<file path="src/rtl/pe_result_drain.sv">
// pe_result_drain
//   Snapshots the signed accumulators of a row of NUM_PE MAC processing
//   elements on a one-cycle capture pulse, then streams them out one per
//   handshake, PE 0 first, over a valid/ready port. The PE row is free to
//   start its next accumulation while the previous results drain.
//
// Optional feature (compile-time macro PE_DRAIN_REQUANT_EN):
//   When defined, each element is requantized on its way out. The element is
//   arithmetically right-shifted by the shift value latched at capture, then
//   saturated to a signed OUT_WIDTH range and sign-extended back to
//   ACC_WIDTH. When undefined, the raw accumulator value is emitted and the
//   shift input is ignored.
//
// Ports:
//   clk      in   rising-edge clock
//   rst      in   asynchronous active-high reset
//   acc_in   in   NUM_PE*ACC_WIDTH flattened PE results, PE k at [k*ACC_WIDTH +: ACC_WIDTH]
//   capture  in   one-cycle snapshot request
//   shift    in   requantization shift, sampled with capture
//   busy     out  high while a snapshot is draining
//   m_valid  out  output element valid (equals busy)
//   m_ready  in   downstream accepts the element
//   m_data   out  output element (signed, registered)
//   m_idx    out  PE index of the current element
//   m_last   out  high with element NUM_PE-1
//   overrun  out  one-cycle pulse after a rejected capture
module pe_result_drain #(
  parameter int ACC_WIDTH   = 32,
  parameter int NUM_PE      = 8,
  parameter int IDX_WIDTH   = 3,
  parameter int OUT_WIDTH   = 8,
  parameter int SHIFT_WIDTH = 5
) (
  input  logic                        clk,
  input  logic                        rst,
  input  logic [NUM_PE*ACC_WIDTH-1:0] acc_in,
  input  logic                        capture,
  input  logic [SHIFT_WIDTH-1:0]      shift,
  output logic                        busy,
  output logic                        m_valid,
  input  logic                        m_ready,
  output logic [ACC_WIDTH-1:0]        m_data,
  output logic [IDX_WIDTH-1:0]        m_idx,
  output logic                        m_last,
  output logic                        overrun
);

  typedef enum logic {
    IDLE = 1'b0,
    SEND = 1'b1
  } state_t;

  localparam logic [IDX_WIDTH-1:0] LAST_IDX = IDX_WIDTH'(NUM_PE - 1);

  state_t                       state_q, state_d;
  logic [IDX_WIDTH-1:0]         idx_q, idx_d;
  logic signed [ACC_WIDTH-1:0]  m_data_q, m_data_d;
  logic                         overrun_q, overrun_d;
  logic signed [ACC_WIDTH-1:0]  shadow_q [NUM_PE];
  logic signed [ACC_WIDTH-1:0]  shadow_d [NUM_PE];
  logic signed [ACC_WIDTH-1:0]  acc_slice [NUM_PE];

  logic [IDX_WIDTH-1:0]         idx_nxt;
  logic                         handshake;
  logic                         at_last;
  logic                         load;
  logic signed [ACC_WIDTH-1:0]  first_val;
  logic signed [ACC_WIDTH-1:0]  next_val;

  always_comb begin
    for (int k = 0; k < NUM_PE; k++) begin
      acc_slice[k] = acc_in[k*ACC_WIDTH +: ACC_WIDTH];
    end
  end

  assign idx_nxt   = idx_q + 1'b1;
  assign handshake = (state_q == SEND) && m_ready;
  assign at_last   = (idx_q == LAST_IDX);

`ifdef PE_DRAIN_REQUANT_EN
  localparam logic signed [ACC_WIDTH-1:0] SAT_MAX =
    ACC_WIDTH'((longint'(1) <<< (OUT_WIDTH - 1)) - 1);
  localparam logic signed [ACC_WIDTH-1:0] SAT_MIN =
    ACC_WIDTH'(-(longint'(1) <<< (OUT_WIDTH - 1)));

  logic [SHIFT_WIDTH-1:0] shift_q, shift_d;

  // Floor-shift then clamp. Shifts at or beyond the accumulator width
  // collapse to the sign (0 or -1), which the clamp then passes through.
  function automatic logic signed [ACC_WIDTH-1:0] requant(
    input logic signed [ACC_WIDTH-1:0] acc,
    input logic [SHIFT_WIDTH-1:0]      sh
  );
    logic signed [ACC_WIDTH-1:0] t;
    if (int'(sh) >= ACC_WIDTH) begin
      t = acc[ACC_WIDTH-1] ? '1 : '0;
    end else begin
      t = acc >>> sh;
    end
    if (t > SAT_MAX) begin
      return SAT_MAX;
    end else if (t < SAT_MIN) begin
      return SAT_MIN;
    end else begin
      return t;
    end
  endfunction

  // The first element of a fresh snapshot uses the shift arriving with the
  // capture; later elements use the latched copy.
  assign first_val = requant(acc_slice[0], shift);
  assign next_val  = requant(shadow_q[idx_nxt], shift_q);
`else
  logic unused_shift;
  assign unused_shift = ^shift;
  assign first_val    = acc_slice[0];
  assign next_val     = shadow_q[idx_nxt];
`endif

  always_comb begin
    state_d   = state_q;
    idx_d     = idx_q;
    m_data_d  = m_data_q;
    overrun_d = 1'b0;
    shadow_d  = shadow_q;
`ifdef PE_DRAIN_REQUANT_EN
    shift_d   = shift_q;
`endif
    load      = 1'b0;

    case (state_q)
      IDLE: begin
        if (capture) begin
          load    = 1'b1;
          state_d = SEND;
        end
      end
      SEND: begin
        if (handshake) begin
          if (!at_last) begin
            idx_d     = idx_nxt;
            m_data_d  = next_val;
            overrun_d = capture;
          end else if (capture) begin
            // Recapture on the final handshake keeps the stream gapless.
            load = 1'b1;
          end else begin
            state_d = IDLE;
          end
        end else begin
          // Any capture while elements are still owed is dropped.
          overrun_d = capture;
        end
      end
      default: state_d = IDLE;
    endcase

    if (load) begin
      shadow_d = acc_slice;
      idx_d    = '0;
      m_data_d = first_val;
`ifdef PE_DRAIN_REQUANT_EN
      shift_d  = shift;
`endif
    end
  end

  always_ff @(posedge clk or posedge rst) begin
    if (rst) begin
      state_q   <= IDLE;
      idx_q     <= '0;
      m_data_q  <= '0;
      overrun_q <= 1'b0;
      for (int k = 0; k < NUM_PE; k++) begin
        shadow_q[k] <= '0;
      end
`ifdef PE_DRAIN_REQUANT_EN
      shift_q   <= '0;
`endif
    end else begin
      state_q   <= state_d;
      idx_q     <= idx_d;
      m_data_q  <= m_data_d;
      overrun_q <= overrun_d;
      shadow_q  <= shadow_d;
`ifdef PE_DRAIN_REQUANT_EN
      shift_q   <= shift_d;
`endif
    end
  end

  assign busy    = (state_q == SEND);
  assign m_valid = busy;
  assign m_idx   = idx_q;
  assign m_last  = busy && at_last;
  assign m_data  = m_data_q;
  assign overrun = overrun_q;

endmodule

</file>
<file path="config.mk">
export PLATFORM = sky130hd
export DESIGN_NAME = pe_result_drain
export DESIGN_NICKNAME = d
export VERILOG_FILES = /design/src/rtl/pe_result_drain.sv
export SDC_FILE = /design/constraint.sdc
export NUM_CORES = 1
export LEC_CHECK = 0
export CORE_MARGIN = 2
export CORE_UTILIZATION = 55
export DETAILED_ROUTE_END_ITERATION = 12
export PLACE_DENSITY_LB_ADDON = 0.2
export RECOVER_POWER = 25
export SLEW_MARGIN = 20
export SYNTH_ARGS = -nofsm -noshare
export SYNTH_HDL_FRONTEND = slang
export SYNTH_SLANG_ARGS = --single-unit
</file>
<file path="constraint.sdc">
create_clock -name clk -period 19.4 [get_ports clk]
set_clock_uncertainty 0.15 [all_clocks]
set_input_delay 2.91 -clock clk [delete_from_list [all_inputs] [get_ports clk]]
set_output_delay 2.91 -clock clk [all_outputs]
set_load 0.01 [all_outputs]
</file>
==> impl_results.md <==
- Type of the most critical hold path: reg -> reg
- Startpoint of the lowest-slack register-to-register path: busy$_DFF_PP0_
- Clock Sinks: 293
- Area of the mapped netlist: 14500 um^2
- Maximum Capacitance Violations: 2
- Area share of the largest cell type after synthesis: 50.7%
- Port-buffer cells: 298
- Post-CTS setup buffers: 0
- Slew Limit Fails: 170
- Violated checks: capacitance limit, slew limit
- Post-Route WL: 35100 um
- Number of antenna violations at the first check in global routing: 4
- Drt via density: 5.78
- Register bit total from synthesis: 293
- Synth warnings: 0
- Area contributors post-synth: sky130_fd_sc_hd__dfrtp_1, sky130_fd_sc_hd__mux2_4, sky130_fd_sc_hd__mux4_2, sky130_fd_sc_hd__mux2i_1, sky130_fd_sc_hd__mux2_2
- Total half-perimeter wirelength after legalization and detailed placement: 21900 um
- TritonCTS clock tree: yes
- Post-route fraction of the period consumed by the critical path: 40.9%
- Crit. Startpoint: rst
- Pin count of the biggest net entering global routing: 165
- Clock transition at the registers of the reported paths: 0.06 ns
- Total iterations of the first detailed-routing run: 4
- Post-synthesis area per instance: 15.4 um^2
- Delay of the slowest critical-path stage: 3.15 ns
- Maximum operating frequency: 126 MHz
- Sequential fraction of the synthesis area: 50.7%
- Largest area contributor in the netlist: sky130_fd_sc_hd__dfrtp_1
- Fraction of final layout cells sized beyond drive strength 1: 29.2%
- Total vias in the final route: 9043
- Setup Total Neg Slack: 0 ns
- GRT Total Usage: 25.5%
- Power density cells: 157 nW/um^2
- Cell family contributing the most delay on the critical path: buffers and inverters
- Final hold violation count: 0
- Element type at the critical path start: primary input
- Arrival @ worst endpoint: 6.70 ns
- DR WL/cell: 22.5 um
- Shortest clock period the worst path allows after layout: 7.93 ns
- First-pass GRT wire length: 55600 um
- Post-Synthesis Net Count: 1207
- Largest fanout on the critical path: 130
- P_leak: 8.65 nW
- Commonest non-fill, non-tap cell in the layout: sky130_fd_sc_hd__dfrtp_1
- DRC violations left: 0
- Category of the most critical setup path: in -> async
- Synth-to-Final Area Change: 26.8%
- Final Setup Violations: 0
- Io pins: 304
- Most used cells in the layout excluding fill and tap cells: sky130_fd_sc_hd__dfrtp_1, sky130_fd_sc_hd__clkdlybuf4s50_1, sky130_fd_sc_hd__mux2_4
- Root Buffer: sky130_fd_sc_hd__clkbuf_16
- Max transition margin: -283%
- Data required time at the worst endpoint: 18.17 ns
- Initial standard-cell utilization of the core: 55.8%
- Post-placement setup slack: 12.43 ns
- Sequence of cells on the critical path: dlygate4sd3_1, clkinvlp_2
- Gate count of the mapped netlist: 940
- Antenna Nets Post-Route: 0
- Transition time at the pin with the least slew margin: 5.72 ns
- Cells resized by post-CTS repair: 0
- Bufs on Longest Clock Path: 3
- Die area: 27600 um^2
- Maximum resistive drop on vdd: 0.112 mV
- Via count of the first global-routing pass: 9711
- Startpoint of the most critical hold path: shadow_q[111]$_DFFE_PP0P_
- Run status: finished with violations
- Number of hold buffers added after CTS: 0
- Smallest setup slack after layout: 11.47 ns
- Number of H-tree levels: 2
- RSZ-0062 raised after global routing: no
- Clock latency of the later-clocked register in the worst-skew pair: 0.50 ns
- Post-route total power: 2.87 mW
- Number of nets in the final layout: 1472
- Horizontal die dimension: 166 um
- Grt ovf: 0
- Placer congestion estimate: 0.763
- Number of DRC violations after detailed-routing iteration 0: 660
- Slowest library cell on the worst path: sky130_fd_sc_hd__clkinvlp_2
- Number of rows created at floorplan: 59
- Endpoint class of the critical path: asynchronous set/reset pin
- Overall die height: 166 um
- TritonCTS Buffers: 34
- Count of unique library cells instantiated by Yosys: 32
- Final core occ: 70.7%
- Core Box Area: 25900 um^2
- Count of buffering cells on the critical path with inverters included: 2
[Yosys cell counts, drive strengths merged]
cell type / n
dfrtp: 293
mux2: 256
mux2i: 67
buf: 53
o21ai: 34
nand2: 33
a22oi: 32
mux4: 32
o211ai: 32
nor2: 30
o221ai: 29
clkbuf: 25
and2: 5
nor2b: 5
inv: 4
ha: 2
a21oi: 1
a22o: 1
a2bb2oi: 1
nand2b: 1
o21a: 1
o22ai: 1
o31ai: 1
or2: 1
[cells by family (layout without fill, tap and decap cells)]
family                     Yosys count  in the layout  share of synthesized area [%]
buffers and inverters               82            368                           5.52
adders and majority gates            2              2                          0.173
muxes                              355            355                           34.8
and+or+nand+nor                     75             75                           2.21
AOI/OAI and AO/OA                  133            133                           6.59
other                                0              3                              0
DFF                                293            293                           50.7
[report_power, final]
group | total, mW | switching (mW) | internal [mW]
clock network | 0.640 | 0.244 | 0.395
logic | 1.13 | 0.444 | 0.681
registers | 1.11 | 0.190 | 0.919
total | 2.87 | 0.878 | 2.00
[final timing paths]
| kind | endpoint | slack (ns) | cells past startpoint |
|---|---|---|---|
| hold reg to reg | shadow_q[111]$_DFFE_PP0P_ | 0.35 | 1 |
| max in group clk | shadow_q[147]$_DFFE_PP0P_ | 12.57 | 6 |
| min in group asynchronous | shadow_q[0]$_DFFE_PP0P_ | 4.50 | 2 |
| setup reg to reg | shadow_q[147]$_DFFE_PP0P_ | 14.94 | 7 |
| setup / recovery | m_idx[0]$_DFFE_PP0P_ | 11.47 | 2 |
| hold / removal | shadow_q[111]$_DFFE_PP0P_ | 0.35 | 1 |
[sequential cells by signal (all words and copies together), names as in the netlist]
| name | flops |
|---|---|
| m_data | 32 |
| overrun | 1 |
| shadow_q | 256 |
| busy | 1 |
| m_idx | 3 |
[routing by layer]
layer | vias to the layer above | wire length [um] | global-route usage [%]
met5 | - | 13 | 0
li1 | 4021 | - | -
met2 | 291 | 16900 | 40.8
met1 | 4667 | 15200 | 34.6
met3 | 62 | 2120 | 5.74
met4 | 2 | 922 | 8.51
[cell type report]
class | instances | area [um^2]
inverter | 4 | 16.3
sequential | 293 | 7340
multi-input combinational | 565 | 6350
tap | 335 | 419
fill | 1796 | 7590
antenna | 3 | 7.51
clock buffer | 52 | 1040
clock inverter | 5 | 78.8
timing repair buffer | 307 | 3070
[through the flow]
stage                     area [um^2]  hold WS (ns)  instances
after CTS                       18300         0.354       1560
after global routing            18300         0.363       1564
after global placement          17200         0.332       1503
final                           18300         0.352       1564
after floorplan                 14500         0.324        940
after detailed placement        17200         0.337       1503
No activity file was read; power rests on OpenSTA's default activity.
